`config.mk`:
```
export PLATFORM = sky130hd
export DESIGN_NAME = ai_mover_m
export DESIGN_NICKNAME = d
export VERILOG_FILES = /design/src/rtl/ai_mover_m_pkg.sv /design/src/rtl/ai_mover_m_line_eval.sv /design/src/rtl/ai_mover_m.sv
export SDC_FILE = /design/constraint.sdc
export NUM_CORES = 1
export LEC_CHECK = 0
export ABC_AREA = 1
export CAP_MARGIN = 20
export CORE_MARGIN = 8
export CORE_UTILIZATION = 40
export CTS_BUF_LIST = sky130_fd_sc_hd__clkbuf_4
export DETAILED_ROUTE_END_ITERATION = 16
export PLACE_DENSITY_LB_ADDON = 0.2
export SLEW_MARGIN = 10
export SYNTH_ARGS = -nofsm -noshare
export SYNTH_HDL_FRONTEND = slang
export SYNTH_SLANG_ARGS = --single-unit
```
`constraint.sdc`:
```
create_clock -name clk -period 5.35 [get_ports clk]
set_input_delay 1.07 -clock clk [delete_from_list [all_inputs] [get_ports clk]]
set_output_delay 1.07 -clock clk [all_outputs]
set_load 0.03 [all_outputs]
```
`src/rtl/ai_mover_m_pkg.sv`:
```
// rtl/ai_mover_m_pkg.sv - shared types, encodings and board helpers for the tic-tac-toe AI mover
package ai_mover_m_pkg;

  typedef logic [1:0]  cell_t;
  typedef logic [17:0] board_t;
  typedef logic [3:0]  index_t;

  localparam cell_t  CELL_BLANK  = 2'd0;
  localparam cell_t  CELL_X      = 2'd1;
  localparam cell_t  CELL_O      = 2'd2;

  localparam logic   TURN_AI     = 1'b1;
  localparam logic   TURN_PLAYER = 1'b0;

  localparam index_t INDEX_NONE  = 4'hF;
  localparam index_t INDEX_LAST  = 4'd8;
  localparam index_t INDEX_CTR   = 4'd4;

  typedef enum logic [2:0] {
    PASS_WIN    = 3'd0,
    PASS_BLOCK  = 3'd1,
    PASS_CENTER = 3'd2,
    PASS_CORNER = 3'd3,
    PASS_ANY    = 3'd4
  } pass_e;

  typedef enum logic [2:0] {
    ST_IDLE   = 3'd0,
    ST_SCAN   = 3'd1,
    ST_SUBMIT = 3'd2,
    ST_WAIT   = 3'd3,
    ST_HALT   = 3'd4
  } state_e;

  function automatic cell_t cell_at(input board_t b, input index_t i);
    return b[{i, 1'b0} +: 2];
  endfunction

  // Each line packed as {c2, c1, c0}: three rows, three columns, two diagonals.
  function automatic logic [11:0] line_cells(input logic [2:0] line);
    case (line)
      3'd0:    return {4'd2, 4'd1, 4'd0};
      3'd1:    return {4'd5, 4'd4, 4'd3};
      3'd2:    return {4'd8, 4'd7, 4'd6};
      3'd3:    return {4'd6, 4'd3, 4'd0};
      3'd4:    return {4'd7, 4'd4, 4'd1};
      3'd5:    return {4'd8, 4'd5, 4'd2};
      3'd6:    return {4'd8, 4'd4, 4'd0};
      default: return {4'd6, 4'd4, 4'd2};
    endcase
  endfunction

endpackage

```
`src/rtl/ai_mover_m_line_eval.sv`:
```
// rtl/ai_mover_m_line_eval.sv - ai_line_eval_m: does placing mark at idx complete any line
module ai_line_eval_m
  import ai_mover_m_pkg::*;
(
  input  logic [17:0] snapshot,
  input  logic [3:0]  idx,
  input  logic [1:0]  mark,
  output logic        completes_line
);

  logic [11:0] cl;
  index_t      c0, c1, c2;
  logic        m0, m1, m2;

  always_comb begin
    completes_line = 1'b0;
    cl = '0;
    c0 = '0;
    c1 = '0;
    c2 = '0;
    m0 = 1'b0;
    m1 = 1'b0;
    m2 = 1'b0;
    for (int l = 0; l < 8; l++) begin
      cl = line_cells(3'(l));
      c0 = cl[3:0];
      c1 = cl[7:4];
      c2 = cl[11:8];
      m0 = (cell_at(snapshot, c0) == mark);
      m1 = (cell_at(snapshot, c1) == mark);
      m2 = (cell_at(snapshot, c2) == mark);
      // The candidate cell itself is not inspected; the caller qualifies it as blank.
      if ((c0 == idx && m1 && m2) ||
          (c1 == idx && m0 && m2) ||
          (c2 == idx && m0 && m1)) begin
        completes_line = 1'b1;
      end
    end
  end

endmodule

```
`src/rtl/ai_mover_m.sv`:
```
// rtl/ai_mover_m.sv - tic-tac-toe AI move picker: snapshot board, scan win/block/center/corner/any, strobe submit
module ai_mover_m
  import ai_mover_m_pkg::*;
#(
  parameter logic [1:0] AI_CELL  = CELL_O,
  parameter logic [1:0] OPP_CELL = CELL_X
) (
  input  logic        clk,
  input  logic        reset,
  input  logic        turn,
  input  logic [17:0] board,
  output logic [3:0]  update_loc,
  output logic        submit,
  output logic        busy,
  output logic        no_move
);

  state_e state_q, state_d;
  pass_e  pass_q,  pass_d;
  index_t idx_q,   idx_d;
  board_t snap_q,  snap_d;
  index_t loc_q,   loc_d;
  logic   submit_q, submit_d;
  logic   busy_q,   busy_d;
  logic   no_move_q, no_move_d;

  logic ai_line, opp_line, blank, corner, hit;

  ai_line_eval_m u_eval_ai (
    .snapshot       (snap_q),
    .idx            (idx_q),
    .mark           (AI_CELL),
    .completes_line (ai_line)
  );

  ai_line_eval_m u_eval_opp (
    .snapshot       (snap_q),
    .idx            (idx_q),
    .mark           (OPP_CELL),
    .completes_line (opp_line)
  );

  always_comb begin
    blank  = (cell_at(snap_q, idx_q) == CELL_BLANK);
    corner = (idx_q == 4'd0) || (idx_q == 4'd2) || (idx_q == 4'd6) || (idx_q == 4'd8);
    case (pass_q)
      PASS_WIN:    hit = blank && ai_line;
      PASS_BLOCK:  hit = blank && opp_line;
      PASS_CENTER: hit = blank && (idx_q == INDEX_CTR);
      PASS_CORNER: hit = blank && corner;
      PASS_ANY:    hit = blank;
      default:     hit = 1'b0;
    endcase
  end

  always_comb begin
    state_d   = state_q;
    pass_d    = pass_q;
    idx_d     = idx_q;
    snap_d    = snap_q;
    loc_d     = loc_q;
    submit_d  = 1'b0;
    busy_d    = busy_q;
    no_move_d = no_move_q;
    case (state_q)
      ST_IDLE: begin
        if (turn == TURN_AI) begin
          snap_d  = board;
          pass_d  = PASS_WIN;
          idx_d   = '0;
          busy_d  = 1'b1;
          state_d = ST_SCAN;
        end
      end
      ST_SCAN: begin
        if (hit) begin
          loc_d    = idx_q;
          submit_d = 1'b1;
          state_d  = ST_SUBMIT;
        end else if (pass_q == PASS_ANY && idx_q == INDEX_LAST) begin
          no_move_d = 1'b1;
          loc_d     = INDEX_NONE;
          busy_d    = 1'b0;
          state_d   = ST_HALT;
        end else if (idx_q == INDEX_LAST) begin
          idx_d  = '0;
          pass_d = pass_e'(pass_q + 3'd1);
        end else begin
          idx_d = idx_q + 4'd1;
        end
      end
      ST_SUBMIT: begin
        busy_d  = 1'b0;
        state_d = ST_WAIT;
      end
      // Only a seen player turn re-arms IDLE, so a lingering AI turn never re-triggers.
      ST_WAIT: begin
        if (turn == TURN_PLAYER) begin
          loc_d   = INDEX_NONE;
          state_d = ST_IDLE;
        end
      end
      ST_HALT: begin
      end
      default: state_d = ST_IDLE;
    endcase
  end

  always_ff @(posedge clk or posedge reset) begin
    if (reset) begin
      state_q   <= ST_IDLE;
      pass_q    <= PASS_WIN;
      idx_q     <= '0;
      snap_q    <= '0;
      loc_q     <= INDEX_NONE;
      submit_q  <= 1'b0;
      busy_q    <= 1'b0;
      no_move_q <= 1'b0;
    end else begin
      state_q   <= state_d;
      pass_q    <= pass_d;
      idx_q     <= idx_d;
      snap_q    <= snap_d;
      loc_q     <= loc_d;
      submit_q  <= submit_d;
      busy_q    <= busy_d;
      no_move_q <= no_move_d;
    end
  end

  assign update_loc = loc_q;
  assign submit     = submit_q;
  assign busy       = busy_q;
  assign no_move    = no_move_q;

endmodule

```
==> results.toml <==
[die]
io_pins = 28
die_h_um = 95.1
start_util_pct = 40.4
core-area_um2 = 6200
dieArea_um2 = 9050
die_w_um = 95.1
rows = 29

[synth]
synthTopCellsByArea = "dfrtp_1 (31%), nand2_1 (17%), nor2_1 (11%), inv_1 (7.0%), nand3_1 (6.6%)"
synth.ff_latch_count = 35
syn-num-nets = 414
async_reset_ff_share_pct = 100
synth_top_area_share_pct = 31.0
yosys.area.top_type = "dfrtp_1"
synthFlopType = "dfrtp_1"
ys.warnings.count = 0
netlist_area_um2 = 2500
synth.distinct_cells = 32
avgSynthCellArea_um2 = 6.52
netlist_instances = 384
seq_area_frac_synth_pct = 35.2
synth_enable_flop_cells = 0

[worst_setup_path]
worstRegToRegCells = 17
cp-start-kind = "register"
cp_data_required_time_ns = 5.60
r2r-start = "idx_q[0]$_DFFE_PP0P_"
setup.worst_path.class = "reg -> reg"
rrSetupSlack_ns = 2.58
timing.rr.end = "idx_q[1]$_DFFE_PP0P_"
crit_fanout = 10
worstPathArrival_ns = 3.02
critPathCaptureType = "register"

[cts]
cts_resized = 0
post_cts_buffers = 0
cts_tree = "yes"
clk_pin_slew_worst_paths_ns = 0.10
cts_num_sinks = 35
hold_buffers = 0
clock_latency_ns = 0.35
clockBufferDepth = 2
clockRootBuffer = "clkbuf_4"
cts.htree.levels = 2
cts_buffers = 5

[detailed_routing]
drc = 0
dr.pass1.iters = 5
via_count = 2512
routed_wirelength_um = 6690
drtIter0Drc = 239
post_drt_wl_per_cell_um = 13.5
vias_per_cell = 5.09
antenna_left = 0

[timing]
post-route-period-util_pct = 51.8
rsz0062_at_grt = "false"
max_slew_margin_pct = 62.1
hold_violations = 0
final-max-slew-violation-count = 0
fin_tns_setup_ns = 0
timing.final.ws_setup_ns = 2.58
fin_skew_ns = 0.0104
max_freq_mhz = 361
min_period_ns = 2.77
worst_pin_slew_ns = 0.562
setup_viol = 0

[finish]
antenna-diode-count = 0
layoutNonFillerInstCount = 494
final_nets = 446
syn2layout_area_growth_pct = 17.4
drive_gt1_share_pct = 7.19

[place]
finalWeightedCongestion = 0.949
post-dp-hpwl_um = 5200
port_buffers = 27
dp_slack_ns = 2.53
placedCellCount = 485

[pwr]
comb_power_share_pct = 57.4
switching_share_pct = 50.8
total_power_w = 0.00144
clkPwrFrac_pct = 10.1
intPower_w = 0.000707
power_switching_w = 0.000731
p_leak_nw = 1.52
power_frac_seq_pct = 32.5
max-vdd-ir-drop_mv = 0.348
pwr_density_cell_nw_per_um2 = 489

[job]
drv_cap = 0

[outcome]
status = "finished, final reports clean"

[grt]
grt_max_degree = 36
grt_pass1_vias = 2378
grt_first_pass_wirelength_um = 11600
grt_usage_pct = 16.1
gr-total-overflow = 0
antenna_found_initial = 0

[min_path]
hp-start = "update_loc[2]$_DFFE_PP1P_"
holdPathStages = 2
hold_end = "update_loc[2]$_DFFE_PP1P_"
min_path_type = "reg -> reg"
-- worst max-delay path, cell delays in order, from the launching register on --
cell and delay, ns:
dfrtp_1 0.49, clkinv_1 0.35, ha_1 0.39, nand3_2 0.15
inv_2 0.10, nand3_1 0.09, nand2_1 0.06, nor2_1 0.11
nand2_1 0.06, nor2_1 0.08, nand2_1 0.07, nand2_1 0.06
nand2_1 0.04, nand2_1 0.07, nand2_2 0.08, nand3_4 0.11
nand3_4 0.14, o21ai_0 0.23
-- registers in the layout, summed over array words and instances (netlist names) --
register    flops
idx_q           4
busy            1
snap_q         18
state_q         3
submit          1
pass_q          3
no_move         1
update_loc      4
-- cells in the mapped netlist, drive strengths merged (2+ instances only) --
master / count
nand2: 115
nor2: 79
inv: 50
nand3: 37
dfrtp: 31
a21oi: 20
o21ai: 11
ha: 9
nor3: 5
dfstp: 4
clkbuf: 3
nand4: 3
a31oi: 2
mux2: 2
o311ai: 2
or2: 2
-- power groups by stage --
stage               clock network (W)  logic, W  registers (W)
floorplan                           0  0.000558       0.000490
global placement                    0  0.000804       0.000469
detailed placement                  0  0.000805       0.000472
CTS                          0.000150  0.000809       0.000467
global route                 0.000161  0.000937       0.000482
finish                       0.000145  0.000826       0.000467
-- stage by stage --
step	hold WS (ns)	cell area (µm²)	util [%]
after global routing	0.485	2940	47.4
after floorplan	0.499	2500	-
final	0.474	2940	47.4
after CTS	0.472	2910	46.9
after global placement	0.455	2860	46.1
after detailed placement	0.454	2860	46.1
-- final cells by class --
| type | instances | area, µm² |
|---|---|---|
| fill | 661 | 3260 |
| multi-input combinational | 294 | 1410 |
| sequential | 35 | 881 |
| timing repair buffer | 29 | 305 |
| inverter | 51 | 191 |
| tap | 77 | 96.3 |
| clock buffer | 6 | 45.0 |
| clock inverter | 2 | 7.51 |
-- routing by layer --
metal | vias to the layer above | wire [µm] | global-route usage, %
met4 | 0 | 90 | 5.07
met1 | 1142 | 3180 | 22.1
met3 | 9 | 471 | 3.31
li1 | 1277 | - | -
met5 | - | 0 | 0
met2 | 84 | 2960 | 24.7
-- cell usage in the layout (no fill, tap or decap), types with 4 or more instances in the layout --
cell             count
nor3_1               4
clkbuf_4             6
nand3_1             33
dfrtp_1             31
clkdlybuf4s50_1     27
nor2_1              76
nand2_1            113
ha_1                 9
inv_1               47
a21oi_1             20
o21ai_0             10
dfstp_2              4
-- how the worst max path moves through the flow --
stage                                     from                     end  slack, ns  cells after the start
final                     idx_q[0]$_DFFE_PP0P_    idx_q[1]$_DFFE_PP0P_       2.58                     17
after global placement                    turn  snap_q[10]$_DFFE_PP0P_       2.52                      3
after detailed placement                  turn  snap_q[10]$_DFFE_PP0P_       2.53                      3
after CTS                 idx_q[0]$_DFFE_PP0P_    idx_q[1]$_DFFE_PP0P_       2.61                     17
after global routing      idx_q[0]$_DFFE_PP0P_    idx_q[1]$_DFFE_PP0P_       2.29                     17
after floorplan           idx_q[0]$_DFFE_PP0P_   pass_q[0]$_DFFE_PP0P_       3.18                     19
-- logic make-up after synthesis --
family | share of synthesized area [%]
compound gates | 9.29
xor+xnor | 0.350
fa+ha+maj | 4.50
buf+inv | 8.39
flops | 35.2
mux | 0.899
simple gates | 41.4
Note: power is estimated with default switching activity, not from simulation.
